## src/rtl/cpu_io_bridge_pkg.sv

```systemverilog
// Shared constants and types for the CPU memory-bus bridge.
// IO addresses are 18-bit values matching the decoded slice of the CPU address.
package cpu_io_bridge_pkg;

    localparam int BYTE_W = 8;

    localparam logic [17:0] IO_BASE = 18'h30000;
    localparam logic [17:0] IO_UART = 18'h00000;
    localparam logic [17:0] IO_CLK  = 18'h00004;

    localparam logic [17:0] ADDR_UART = IO_BASE | IO_UART;
    localparam logic [17:0] ADDR_CLK  = IO_BASE | IO_CLK;

    typedef enum logic {
        SEL_RAM = 1'b0,
        SEL_IO  = 1'b1
    } sel_t;

endpackage

```

## src/rtl/byte_fifo.sv

```systemverilog
// Byte FIFO with registered read/write pointers; DEPTH must be a power of two.
// Latency: a pushed byte appears on pop_dat the cycle after the push.
// Backpressure: push ignored when full, pop ignored when empty; the caller gates both.
module byte_fifo
    import cpu_io_bridge_pkg::*;
#(
    parameter int DEPTH = 16
) (
    input  logic              clk_in,
    input  logic              rst_in,
    input  logic              push,
    input  logic [BYTE_W-1:0] push_dat,
    input  logic              pop,
    output logic [BYTE_W-1:0] pop_dat,
    output logic              full,
    output logic              empty
);

    localparam int AW = $clog2(DEPTH);
    localparam logic [AW:0] PTR_ONE = (AW+1)'(1);

    logic [BYTE_W-1:0] mem [DEPTH];
    logic [AW:0]       wr_ptr;
    logic [AW:0]       rd_ptr;
    logic              do_push;
    logic              do_pop;

    // Extra pointer bit distinguishes full from empty when the indices match.
    assign empty   = (wr_ptr == rd_ptr);
    assign full    = (wr_ptr[AW] != rd_ptr[AW]) && (wr_ptr[AW-1:0] == rd_ptr[AW-1:0]);
    assign pop_dat = mem[rd_ptr[AW-1:0]];
    assign do_push = push && !full;
    assign do_pop  = pop && !empty;

    always_ff @(posedge clk_in or negedge rst_in) begin
        if (!rst_in) begin
            wr_ptr <= '0;
            rd_ptr <= '0;
        end else begin
            if (do_push) wr_ptr <= wr_ptr + PTR_ONE;
            if (do_pop)  rd_ptr <= rd_ptr + PTR_ONE;
        end
    end

    always_ff @(posedge clk_in) begin
        if (do_push) mem[wr_ptr[AW-1:0]] <= push_dat;
    end

endmodule

```

## src/rtl/cpu_io_bridge.sv

```systemverilog
// CPU memory-bus bridge: routes byte accesses to unified RAM or UART/counter/halt IO.
// Latency: read data one cycle after an accepted read, held until the next accepted read.
// Backpressure: cpu_rdy drops on ext_rdy low, after halt, or for a TX push into a full FIFO.
module cpu_io_bridge
    import cpu_io_bridge_pkg::*;
#(
    parameter int TX_DEPTH   = 16,
    parameter int RX_DEPTH   = 16,
    parameter int RAM_ADDR_W = 17
) (
    input  logic                  clk_in,
    input  logic                  rst_in,
    input  logic                  ext_rdy,
    input  logic [31:0]           cpu_a,
    input  logic [BYTE_W-1:0]     cpu_dout,
    input  logic                  cpu_wr,
    output logic [BYTE_W-1:0]     cpu_din,
    output logic                  cpu_rdy,
    output logic [RAM_ADDR_W-1:0] ram_a,
    output logic [BYTE_W-1:0]     ram_wdata,
    output logic                  ram_we,
    input  logic [BYTE_W-1:0]     ram_rdata,
    output logic [BYTE_W-1:0]     tx_data,
    output logic                  tx_valid,
    input  logic                  tx_ready,
    input  logic [BYTE_W-1:0]     rx_data,
    input  logic                  rx_valid,
    output logic                  rx_ready,
    output logic                  halted,
    output logic                  sim_done
);

    logic              is_io;
    logic              is_uart;
    logic              is_clk;
    logic              tx_wr_req;
    logic              acc;
    logic              rd_acc;
    logic              tx_push;
    logic [BYTE_W-1:0] tx_push_dat;
    logic              tx_pop;
    logic              tx_full;
    logic              tx_empty;
    logic              rx_push;
    logic              rx_pop;
    logic [BYTE_W-1:0] rx_head;
    logic              rx_full;
    logic              rx_empty;
    logic [BYTE_W-1:0] io_rd_dat;

    logic              rd_pend;
    sel_t              rd_sel;
    logic [BYTE_W-1:0] io_rd_q;
    logic [BYTE_W-1:0] din_hold;
    logic [31:0]       counter;
    logic [31:0]       snap;
    logic              unused_hi;

    assign unused_hi = ^cpu_a[31:18];

    assign is_io   = (cpu_a[17:16] == 2'b11);
    assign is_uart = (cpu_a[17:0] == ADDR_UART);
    assign is_clk  = (cpu_a[17:0] == ADDR_CLK);

    // A zero byte to the UART address is a no-op, so it never waits on a full FIFO.
    assign tx_wr_req = cpu_wr && ((is_uart && (cpu_dout != '0)) || is_clk);
    assign cpu_rdy   = ext_rdy && !halted && !(tx_wr_req && tx_full);
    assign acc       = cpu_rdy;
    assign rd_acc    = acc && !cpu_wr;

    assign ram_a     = cpu_a[RAM_ADDR_W-1:0];
    assign ram_wdata = cpu_dout;
    // Gated by reset so no stray RAM write escapes while the bridge is held in reset.
    assign ram_we    = rst_in && acc && !is_io && cpu_wr;

    assign tx_push     = acc && tx_wr_req;
    assign tx_push_dat = is_uart ? cpu_dout : '0;
    assign tx_valid    = !tx_empty;
    assign tx_pop      = tx_valid && tx_ready;

    assign rx_ready = rst_in && !rx_full;
    assign rx_push  = rx_valid && rx_ready;
    assign rx_pop   = rd_acc && is_uart && !rx_empty;

    always_comb begin
        io_rd_dat = '0;
        case (cpu_a[17:0])
            ADDR_UART:          io_rd_dat = rx_empty ? '0 : rx_head;
            ADDR_CLK:           io_rd_dat = counter[7:0];
            ADDR_CLK + 18'd1:   io_rd_dat = snap[15:8];
            ADDR_CLK + 18'd2:   io_rd_dat = snap[23:16];
            ADDR_CLK + 18'd3:   io_rd_dat = snap[31:24];
            default:            io_rd_dat = '0;
        endcase
    end

    assign cpu_din = rd_pend ? ((rd_sel == SEL_IO) ? io_rd_q : ram_rdata) : din_hold;

    always_ff @(posedge clk_in or negedge rst_in) begin
        if (!rst_in) begin
            rd_pend  <= 1'b0;
            rd_sel   <= SEL_RAM;
            io_rd_q  <= '0;
            din_hold <= '0;
            counter  <= '0;
            snap     <= '0;
            halted   <= 1'b0;
            sim_done <= 1'b0;
        end else begin
            rd_pend  <= rd_acc;
            din_hold <= cpu_din;
            if (rd_acc) begin
                rd_sel  <= is_io ? SEL_IO : SEL_RAM;
                io_rd_q <= io_rd_dat;
            end
            // Low byte read freezes the whole word so the upper bytes stay coherent.
            if (rd_acc && is_clk) snap <= counter;
            if (ext_rdy && !halted) counter <= counter + 32'd1;
            if (acc && cpu_wr && is_clk) halted <= 1'b1;
            sim_done <= halted && tx_empty;
        end
    end

    byte_fifo #(.DEPTH(TX_DEPTH)) u_tx_fifo (
        .clk_in   (clk_in),
        .rst_in   (rst_in),
        .push     (tx_push),
        .push_dat (tx_push_dat),
        .pop      (tx_pop),
        .pop_dat  (tx_data),
        .full     (tx_full),
        .empty    (tx_empty)
    );

    byte_fifo #(.DEPTH(RX_DEPTH)) u_rx_fifo (
        .clk_in   (clk_in),
        .rst_in   (rst_in),
        .push     (rx_push),
        .push_dat (rx_data),
        .pop      (rx_pop),
        .pop_dat  (rx_head),
        .full     (rx_full),
        .empty    (rx_empty)
    );

endmodule

```

## config.mk

```make
export PLATFORM = sky130hd
export DESIGN_NAME = cpu_io_bridge
export DESIGN_NICKNAME = d
export VERILOG_FILES = /design/src/rtl/cpu_io_bridge_pkg.sv /design/src/rtl/byte_fifo.sv /design/src/rtl/cpu_io_bridge.sv
export SDC_FILE = /design/constraint.sdc
export NUM_CORES = 1
export LEC_CHECK = 0
export CAP_MARGIN = 20
export CORE_ASPECT_RATIO = 1.4
export CORE_MARGIN = 2
export CORE_UTILIZATION = 46
export CTS_CLUSTER_DIAMETER = 30
export DETAILED_ROUTE_END_ITERATION = 7
export PLACE_DENSITY = 0.76
export SYNTH_ARGS = -nofsm -noshare
export SYNTH_HDL_FRONTEND = slang
export SYNTH_HIERARCHICAL = 1
export SYNTH_SLANG_ARGS = --single-unit
```

## constraint.sdc

```tcl
create_clock -name clk_in -period 4.4 [get_ports clk_in]
set_input_delay 1.1 -clock clk_in [delete_from_list [all_inputs] [get_ports clk_in]]
set_output_delay 1.1 -clock clk_in [all_outputs]
set_load 0.1 [all_outputs]
```

### After elaboration in Yosys (flattened, before gate mapping)

Memories as Yosys holds them, arrays and structs flattened.
Index checks and enable logic that the tools add are counted.

| cells by class | value |
|---|---|
| reductions and logical operators | 35 |
| eq/ne operators | 12 |
| add/subtract/negate cells | 5 |
| muxes and demuxes | 10 |

Operators by type and width:

| operator | count |
|---|---|
| $eq 18x18->1 const B | 5 |
| $pmux 8 s5 | 1 |
| $add 32x1->32 const B | 1 |
| $mux 8 | 4 |
| $logic_and 1x1->1 | 25 |
| $add 5x1->5 const B | 4 |
| $eq 5x5->1 | 2 |
| $eq 4x4->1 | 2 |
| $logic_not 1->1 | 8 |
| $reduce_bool 8->1 | 1 |
| $mux 1 | 5 |
| $eq 2x2->1 const B | 1 |
| $ne 1x1->1 | 2 |
| $logic_or 1x1->1 | 1 |

| storage, ports and cells | value |
|---|---|
| word-level logic and storage cells | 76 |
| register bits | 104 |
| memories | 2 |
| bits in writable memories | 256 |
| input port bits | 62 |
| output and inout bits | 47 |

Memory list:

| memory | depth | width | rd ports | clocked after Yosys merged registers in | write ports | RTL line | source |
|---|---|---|---|---|---|---|---|
| u_rx_fifo.mem | 16 | 8 | 1 | 0 | 1 | byte_fifo.sv:22 | `logic [BYTE_W-1:0] mem [DEPTH];` |
| u_tx_fifo.mem | 16 | 8 | 1 | 0 | 1 | byte_fifo.sv:22 |  |

### Logic depth before layout (Yosys ltp)

Gate-level depths: netlist of the first run.

| logic depth | value |
|---|---|
| word-level depth | 11 |
| depth in mapped cells | 11 |
| gate-level depth less buffers | 8 |

### Hierarchy

The synthesis of the first run kept the hierarchy.

By module, submodules not included:

| module | area each (um^2) | cells each | instances | seq. area each (um^2) |
|---|---|---|---|---|
| byte_fifo | 5585.4 | 277 | 2 | 4093.9 |
| cpu_io_bridge | 4101.4 | 360 | 1 | 1901.8 |

### Worst setup path before layout of the first run

No wires, ideal clock.

| timing path | value |
|---|---|
| path kind | in2out |
| start point | in cpu_a[9] |
| end point | out cpu_rdy |
| arrival | 3.148 ns |
| path slack | 0.152 ns |
| data required time | 3.300 ns |
| stages on the path | 4 |
| path buffers | 1 |
| cells stage by stage | nor4_4 > and3_2 > buf_2 > a31oi_1 |

| between the ends | value |
|---|---|
| cells in the longest elaborated chain, start to end | 7 |
| elaborated cells between the ends (all ways) | 8 |
| classes of those cells | eq/ne: 2; reduce/logical: 6 |

Ends and longest elaborated chain:

| what | RTL line | source |
|---|---|---|
| start, declared | cpu_io_bridge.sv:14 | `input logic [31:0] cpu_a,` |
| $eq 18x18->1 | cpu_io_bridge.sv:62 | `assign is_uart = (cpu_a[17:0] == ADDR_UART);` |
| $logic_and 1x1->1 | cpu_io_bridge.sv:66 | `assign tx_wr_req = cpu_wr && ((is_uart && (cpu_dout != '0)) \|\| is_clk);` |
| $logic_or 1x1->1 * | cpu_io_bridge.sv:66 |  |
| $logic_and 1x1->1 * | cpu_io_bridge.sv:66 |  |
| $logic_and 1x1->1 * | cpu_io_bridge.sv:67 | `assign cpu_rdy = ext_rdy && !halted && !(tx_wr_req && tx_full);` |
| $logic_not 1->1 * | cpu_io_bridge.sv:67 |  |
| $logic_and 1x1->1 * | cpu_io_bridge.sv:67 |  |
| end, declared | cpu_io_bridge.sv:18 | `output logic cpu_rdy,` |

Mark *: on every way between the ends. The rest lies on a longest branch, timed or not.

### Final worst setup path of the first run

| timing path | value |
|---|---|
| start point | in cpu_a[14] |
| end point | out cpu_rdy |

Same word-level chain as after synthesis.

==> impl_metrics.tcl, run 1 <==
set metrics [dict create \
    grtUsageTotal_pct 19.10 \
    vias 8437 \
    muxShareOfSynthArea_pct 13.90 \
    crit_path_start_kind "input port" \
    ios 109 \
    syn_nets 987 \
    synth_top_family_by_area "multiplexers" \
    cp.arrival_ps 2900 \
    final_cell_area_sq_um 18220 \
    dr.pass1.iters 5 \
    rrSetupSlack_ps 1140 \
    rsz0062_at_grt "false" \
    rows 78 \
    grt_max_degree 52 \
    clkTransAtPathRegs_ps 50 \
    clkLatencyLatePin_ps 560 \
    wirelength_mm 32.52 \
    required_ps 3300 \
    die_h_um 219.6 \
    maxSlewHeadroom_pct 33.95 \
    r2r_cells 7 \
    hold_class "reg2reg" \
    hold_viol_final 0 \
    cts_buffer_depth 3 \
    crit_path_end "cpu_rdy" \
    hold_buffers 0 \
    drive_above_1_share_pct 26.72 \
    powerDensity_nw_per_um2 445.1 \
    areaGrowthSynthToFinish_pct 19.29 \
    ys.warnings.count 6 \
    synth-main-ff-cell "edfxtp_1" \
    drtIter0Drc 650 \
    reg2reg_from "u_rx_fifo/wr_ptr[4]" \
    synthArstFlopShare_pct 27.27 \
    ant_nets 0 \
    stdcell_count 1518 \
    period_needed_ps 4003 \
    synthCells 914 \
    antenna_found_initial 0 \
    critical_path.startpoint "cpu_a[14]" \
    cts_tree "done" \
    netlist_area_sq_um 15270 \
    status "finished, final reports clean" \
    cts_buffers 48 \
    synth-edff-count 256 \
    timing.rr.end "u_rx_fifo/mem[7][4]" \
    clock_sinks 352 \
    detail_route.wl_per_cell_um 21.43 \
    fin_setup_tns_ps 0 \
    final_common_cell "edfxtp_1" \
    cts_setup_buffers 0 \
    fill_cells 2551 \
    grt-ovfl-total 0 \
    nNetsFinal 1112 \
    irDropWorstVdd_mv 0.3316 \
    worstMarginPinSlew_ps 987.7 \
    diodes 0 \
    drc_errors 0 \
    placed_area_sq_um 16560 \
    synth_compound_area_share_pct 4.244 \
    grt_pass1_wl_mm 49.81 \
    dieArea_sq_um 34690 \
    clock-root-buffer "clkbuf_16" \
    crit_path_end_kind "output port" \
    hpwl_mm 22.32 \
    cap_violations 0 \
    report.final.slew_viol_count 0 \
    chipWidth_um 158.0 \
    most-common-layout-cells "edfxtp_1 (256), dfrtp_1 (94), buf_4 (91), nand2_1 (64), mux4_2 (50)" \
    path_max_fanout 7 \
    synth_seq_cells 352 \
    post_cts_resized 0 \
    synth_cell_types 62 \
    finClkSkew_ps 22.23 \
    htreeDepth 2 \
    grt_pass1_vias 8857 \
    fin_crit_sh_pct 90.98 \
    initial_core_util_pct 46.85 \
    synth-seq-area-share_pct 66.07 \
    synth_xor_area_share_pct 3.154 \
    vias_per_cell 5.558 \
    avgSynthCellArea_sq_um 16.71 \
    power.leakage_uw 0.006281 \
    critical_path_class "in2out" \
    port_buffers 94 \
    gp_congestion 0.8323 \
    synth_simple_gate_area_share_pct 8.225 \
    finalSetupViolCount 0 \
    fmax_mhz 249.8 \
    place_inst 1429 \
    core_sq_um 32600 \
    synth_fa_ha_area_share_pct 0.9012 \
]
[layout make-up]
type	instances	area [sq um]	share of cell area, %
multi-input combinational	487	4647	25.51
tap	440	550.5	3.022
sequential	352	10090	55.40
clock inverter	33	375.4	2.060
inverter	7	26.28	0.1442
timing repair buffer	143	1244	6.827
clock buffer	56	1282	7.040
[worst max-delay path, stage by stage]
cell,delay [ps]
clkdlybuf4s50_1,590
nor4_4,430
and3_2,360
a31oi_1,190
buf_12,210
[cell families after synthesis]
group                    after synthesis
flip-flops                           352
AO/OA/AOI/OAI                         87
multiplexers                         114
adder cells (fa/ha/maj)               11
AND/OR/NAND/NOR                      220
buffers and inverters                 75
XOR/XNOR                              55
[worst min path at each step]
stage | depth (start not counted) | slack (ps) | end | start
finish | 1 | 480 | counter[31] | counter[31]
global route | 1 | 500 | counter[31] | counter[31]
CTS | 1 | 480 | counter[31] | counter[31]
detailed placement | 1 | 470 | counter[31] | counter[31]
global placement | 1 | 460 | counter[31] | counter[31]
floorplan | 1 | 450 | counter[31] | counter[31]
[state kept, by name (all words and copies together) (netlist names), 8 cells and up]
signal	count
io_rd_q	8
u_rx_fifo/mem	128
snap	24
u_tx_fifo/mem	128
din_hold	8
counter	32
[power breakdown]
group          leakage [uW]  internal (uW)  total (uW)  switching, uW
Sequential          0.00332           3640        3700           65.4
Clock              0.000801           2420        3890           1470
Combinational       0.00216            173         518            345
Total               0.00628           6230        8110           1880
[metrics by stage]
step / hold slack (ps) / utilization [%] / power [uW] / setup WS (ps)
floorplan: 445.6 / - / 4093 / 152.3
finish: 479.5 / 55.89 / 8108 / 396.9
global placement: 460.8 / 50.80 / 4258 / 349.5
global route: 502.2 / 55.89 / 8362 / 352.8
CTS: 483.3 / 55.89 / 8179 / 423.9
detailed placement: 474.9 / 50.80 / 4284 / 331.8
[cells in the mapped netlist (all sizes together), types with 2 or more instances]
cell    count  area share, %
nand4b      2           0.11
dfrtp      96             16
and2       17           0.70
o21ai      12           0.44
xor2       10           0.57
a221oi      4           0.23
xnor2      45            2.6
nand4      13           0.57
nand2b      9           0.37
o211ai      6           0.29
a21oi      15           0.49
a31oi       2          0.082
a22oi      36            1.8
nor4b       2           0.16
and3       16           0.66
mux4       64            9.8
inv         7           0.17
nor2       30           0.77
nor3       25           0.93
o31ai       4           0.38
nand2      64            1.6
mux2i      13           0.85
mux2       37            3.3
nor4       15            1.2
o21bai      2           0.15
nand3      15           0.57
edfxtp    256             50
nor2b       6           0.25
clkbuf     11           0.29
buf        57            3.0
a222oi      2           0.13
ha         11           0.90
[routing by layer]
layer	global-route usage (%)	vias to the layer above	routed length [um]
met5	0	-	0
met4	7.748	0	1091
met3	3.776	67	1810
met2	34.00	266	17100
met1	22.58	4304	12520
li1	-	3800	-
Power figures use the tool's default switching activity.
==> inputs of run 2 (changes only) <==
--- a/config.mk
+++ b/config.mk
@@ -8,10 +8,10 @@
 export CAP_MARGIN = 20
 export CORE_ASPECT_RATIO = 1.4
 export CORE_MARGIN = 2
-export CORE_UTILIZATION = 46
+export CORE_UTILIZATION = 45
 export CTS_CLUSTER_DIAMETER = 30
 export DETAILED_ROUTE_END_ITERATION = 7
-export PLACE_DENSITY = 0.76
+export PLACE_DENSITY = 0.75
 export SYNTH_ARGS = -nofsm -noshare
 export SYNTH_HDL_FRONTEND = slang
 export SYNTH_HIERARCHICAL = 1
==> run 2 against run 1 <==
  * Critical path type is now reg2out
  * Flip-flop and latch count is the same
  * Count of clock-buffer cells in the layout grew 3
  * Utilization shrank 0.96 points
  * Setup slack gained 61 ps
  * Non-clock buffer count grew 5
==> impl_metrics.tcl, run 2 (same netlist as run 1, synthesis figures left out) <==
set metrics [dict create \
    cts_setup_buffers 0 \
    grt_pass1_vias 8625 \
    seqCellArea_sq_um 10090 \
    fill_cells 2545 \
    p_switching_uw 1883 \
    final_common_cell "edfxtp_1" \
    hold_buffers 0 \
    port_buffers 94 \
    hold_class "reg2reg" \
    vias 8414 \
    cp.arrival_ps 2840 \
    rsz0062_at_grt "false" \
    grt_max_degree 57 \
    clock-root-buffer "clkbuf_16" \
    placed_area_sq_um 16610 \
    most-common-layout-cells "edfxtp_1 (256), buf_4 (96), dfrtp_1 (94), nand2_1 (64)" \
    powerDensity_nw_per_um2 445.7 \
    crit_path_start_kind "register" \
    setup_ws_ps 458.0 \
    fmax_mhz 253.7 \
    clock_sinks 352 \
    fin_setup_tns_ps 0 \
    clock_power_share_pct 48.4 \
    multiInputGateArea_sq_um 4653 \
    worstMarginPinSlew_ps 959.8 \
    final_cell_area_sq_um 18300 \
    report.final.slew_viol_count 0 \
    cap_violations 0 \
    crit_path_end_kind "output port" \
    path_max_fanout 25 \
    nNetsFinal 1118 \
    clkTransAtPathRegs_ps 50 \
    dieArea_sq_um 35450 \
    chipWidth_um 159.7 \
    required_ps 3300 \
    hold_viol_final 0 \
    ios 109 \
    htreeDepth 2 \
    grt_pass1_wl_mm 50.29 \
    switching_share_pct 23.09 \
    ant_nets 0 \
    period_needed_ps 3942 \
    areaGrowthSynthToFinish_pct 19.80 \
    antenna_found_initial 1 \
    combPwrFrac_pct 6.2 \
    maxSlewHeadroom_pct 35.81 \
    post_cts_resized 0 \
    gp_congestion 0.8555 \
    cts_buffer_depth 3 \
    drc_errors 0 \
    power.leakage_uw 0.006316 \
    die_h_um 222.0 \
    rows 79 \
    grtUsageTotal_pct 18.62 \
    hpwl_mm 22.44 \
    drive_above_1_share_pct 26.69 \
    fin_crit_sh_pct 89.59 \
    vias_per_cell 5.507 \
    critical_path_class "reg2out" \
    cts_tree "done" \
    finClkSkew_ps 36.96 \
    cts_buffers 49 \
    dr.pass1.iters 5 \
    wirelength_mm 32.49 \
    core_sq_um 33310 \
    diodes 0 \
    post-place-ws_ps 486.4 \
    clkLatencyLatePin_ps 570 \
    drtIter0Drc 645 \
    finalSetupViolCount 0 \
    p_int_uw 6273 \
    irDropWorstVdd_mv 0.4612 \
    detail_route.wl_per_cell_um 21.27 \
    status "finished, final reports clean" \
    post-route-util_pct 54.93 \
    seqPwrFrac_pct 45.4 \
    grt-ovfl-total 0 \
    initial_core_util_pct 45.85 \
]
==> run 2: cell type report <==
class | instances | share of cell area, %
Tap cell | 445 | 3.043
Sequential cell | 352 | 55.16
Timing Repair Buffer | 148 | 7.003
Clock buffer | 59 | 7.187
Multi-Input combinational cell | 487 | 25.43
Inverter | 7 | 0.1436
Clock inverter | 30 | 2.031
==> run 2: per-stage QoR <==
step / std cells / hold slack, ps / total power (uW)
4_1_cts: 1528 / 474.0 / 8231
6_report: 1528 / 471.7 / 8155
5_1_grt: 1528 / 524.9 / 8421
2_1_floorplan: 914 / 445.6 / 4093
3_3_place_gp: 1439 / 463.8 / 4258
3_5_place_dp: 1439 / 467.4 / 4273
==> run 2: path summary, 6_finish.rpt <==
kind,startpoint,end,slack (ps),cells past startpoint
setup / recovery,u_tx_fifo/rd_ptr[1],tx_data[1],460,5
hold / removal,counter[31],counter[31],470,1
setup reg to reg,u_rx_fifo/wr_ptr[4],u_rx_fifo/mem[7][5],1170,7
hold reg to reg,counter[31],counter[31],470,1
max in group asynchronous,rst_in,counter[14],2540,3
min in group asynchronous,rst_in,u_tx_fifo/rd_ptr[0],680,2
==> run 2: layer usage <==
layer,up-vias,global-route usage [%],share of wire (%),wire length (um)
met5,-,0,0.031,10
li1,3816,-,-,-
met4,2,8.446,4.2,1365
met2,287,33.29,52,17010
met3,79,3.086,5.0,1625
met1,4230,21.95,38,12480
==> run 2: power by group through the flow <==
stage / combinational [uW] / clock [uW] / sequential [uW]
after floorplan: 366 / 0 / 3730
after global placement: 501 / 0 / 3760
after detailed placement: 509 / 0 / 3760
after CTS: 512 / 4020 / 3700
after global routing: 546 / 4170 / 3710
final: 506 / 3950 / 3700
==> run 2: worst max-delay path: stages, from the launching register on <==
cell and delay (ps):
dfrtp_2 870, buf_4 240, mux4_1 560, a22oi_1 270, nand2_1 80, buf_4 240
==> inputs of run 3 (changes only) <==
--- a/config.mk
+++ b/config.mk
@@ -12,6 +12,7 @@
 export CTS_CLUSTER_DIAMETER = 30
 export DETAILED_ROUTE_END_ITERATION = 7
 export PLACE_DENSITY = 0.75
+export SETUP_SLACK_MARGIN = 0.4
 export SYNTH_ARGS = -nofsm -noshare
 export SYNTH_HDL_FRONTEND = slang
 export SYNTH_HIERARCHICAL = 1
==> run 3 against run 2 <==
  * Combinational power rose by 1%
  * Register-to-register slack improved by 70 ps
  * Final cell count fell by 0.52%
  * Clock power barely moved
  * Hold slack improved by 15 ps
  * Utilization fell by 0.15 points
  * Non-clock buffer count fell by 4
  * Clock skew fell by 5.3 ps
  * Cell area fell by 0.27%
  * Fmax rose by 3.1%
==> impl_metrics.tcl, run 3 (same netlist as run 1, synthesis figures left out) <==
set metrics [dict create \
    diodes 0 \
    antenna_found_initial 0 \
    final_common_cell "edfxtp_1" \
    period_needed_ps 3825 \
    gp_congestion 0.8569 \
    cp.arrival_ps 2720 \
    critical_path_class "in2out" \
    post-place-ws_ps 374.9 \
    cts_tree "done" \
    power.leakage_uw 0.006296 \
    finalSetupViolCount 0 \
    clkLatencyLatePin_ps 570 \
    drc_errors 0 \
    setup_ws_ps 575.2 \
    grtUsageTotal_pct 18.88 \
    fin_setup_tns_ps 0 \
    cpPeakStageDelay_ps 500 \
    nNetsFinal 1111 \
    dr.pass1.iters 5 \
    fin_crit_sh_pct 86.93 \
    clock_sinks 352 \
    worstMarginPinSlew_ps 1055 \
    crit_path_end_kind "output port" \
    areaGrowthSynthToFinish_pct 19.47 \
    r2r_cells 7 \
    clkTransAtPathRegs_ps 60 \
    chipWidth_um 159.7 \
    grt_max_degree 52 \
    hold_viol_final 0 \
    ios 109 \
    crit_slowest_cell "clkdlybuf4s50_1" \
    most-common-layout-cells "edfxtp_1 (256), dfrtp_1 (94), buf_4 (93), nand2_1 (64), mux4_2 (50)" \
    grt_pass1_vias 9025 \
    crit_chain "clkdlybuf4s50_1 > and3b_1 > nand3_1 > a31oi_1 > a31oi_2 > buf_12" \
    cts_buffers 46 \
    crit_path_start_kind "input port" \
    finClkSkew_ps 31.67 \
    die_h_um 222.0 \
    status "finished, final reports clean" \
    dieArea_sq_um 35450 \
    drive_above_1_share_pct 26.70 \
    irDropWorstVdd_mv 0.4347 \
    ant_nets 0 \
    fmax_mhz 261.5 \
    cts_buffer_depth 3 \
    vias 8414 \
    reg2reg_from "u_rx_fifo/wr_ptr[4]" \
    grt-ovfl-total 0 \
    drtIter0Drc 502 \
    path_max_fanout 6 \
    crit_buf_inv 2 \
    fin_total_pwr_uw 8171 \
    port_buffers 94 \
    core_sq_um 33310 \
    min_from "counter[31]" \
    detail_route.wl_per_cell_um 21.72 \
    post-route-util_pct 54.78 \
    grt_pass1_wl_mm 51.37 \
    rows 79 \
    rsz0062_at_grt "false" \
    cts_setup_buffers 0 \
    rrSetupSlack_ps 1240 \
    hold_end "counter[31]" \
    hold_buffers 0 \
    required_ps 3300 \
    timing.rr.end "u_rx_fifo/mem[7][7]" \
    maxSlewHeadroom_pct 29.04 \
    crit_family "buffers and inverters" \
    fill_cells 2619 \
    initial_core_util_pct 45.85 \
    wirelength_mm 33.02 \
    hpwl_mm 22.28 \
    report.final.slew_viol_count 0 \
    hold_class "reg2reg" \
    htreeDepth 2 \
    hold_depth 1 \
    post_cts_resized 0 \
    powerDensity_nw_per_um2 447.8 \
    cap_violations 0 \
    vias_per_cell 5.536 \
    clock-root-buffer "clkbuf_16" \
]
run 3: area by class of cell:
class	instances	area, sq um	area share [%]
Tap cell	445	556.8	3.052
Inverter	7	26.28	0.1440
Clock buffer	51	1180	6.466
Multi-Input combinational cell	487	4656	25.52
Sequential cell	352	10090	55.32
Clock inverter	34	494.2	2.709
Timing Repair Buffer	144	1239	6.789
run 3: worst max-delay path by stage:
| stage | slack (ps) | end | depth (start not counted) | from |
|---|---|---|---|---|
| finish | 580 | cpu_rdy | 6 | cpu_a[3] |
| global route | 450 | tx_data[3] | 5 | u_tx_fifo/rd_ptr[1] |
| CTS | 500 | tx_data[4] | 5 | u_tx_fifo/rd_ptr[1] |
| detailed placement | 370 | u_tx_fifo/mem[3][0] | 9 | cpu_a[3] |
| global placement | 410 | u_tx_fifo/mem[3][4] | 9 | cpu_a[3] |
| floorplan | 560 | u_tx_fifo/mem[3][0] | 8 | cpu_a[1] |
run 3: through the flow:
| step | hold WS (ps) | instance area [sq um] | instances |
|---|---|---|---|
| after global placement | 465.3 | 16570 | 1435 |
| after global routing | 505.9 | 18250 | 1520 |
| after CTS | 493.3 | 18240 | 1520 |
| after detailed placement | 480.6 | 16570 | 1435 |
| final | 486.5 | 18250 | 1520 |
| after floorplan | 445.6 | 15280 | 914 |
run 3: report_power, final:
| group | leakage (uW) | total (uW) | internal, uW | switching (uW) |
|---|---|---|---|---|
| registers | 0.00331 | 3700 | 3640 | 65.2 |
| clock network | 0.000812 | 3960 | 2510 | 1450 |
| logic | 0.00217 | 511 | 174 | 338 |
| total | 0.00630 | 8170 | 6310 | 1860 |
run 3: layer usage:
metal,global-route usage (%),routed length [um]
met3,3.161,1396
met4,6.686,918
met1,21.61,12400
met2,35.36,18310
met5,0,0
run 3: worst register-to-register path, cell delays in order (launching register included):
cell      delay (ps)
dfrtp_1          430
xnor2_1          470
nor2_2           230
nor2b_2          240
and2_1           280
nand2_1          160
o21bai_2         270
nor2_1           700
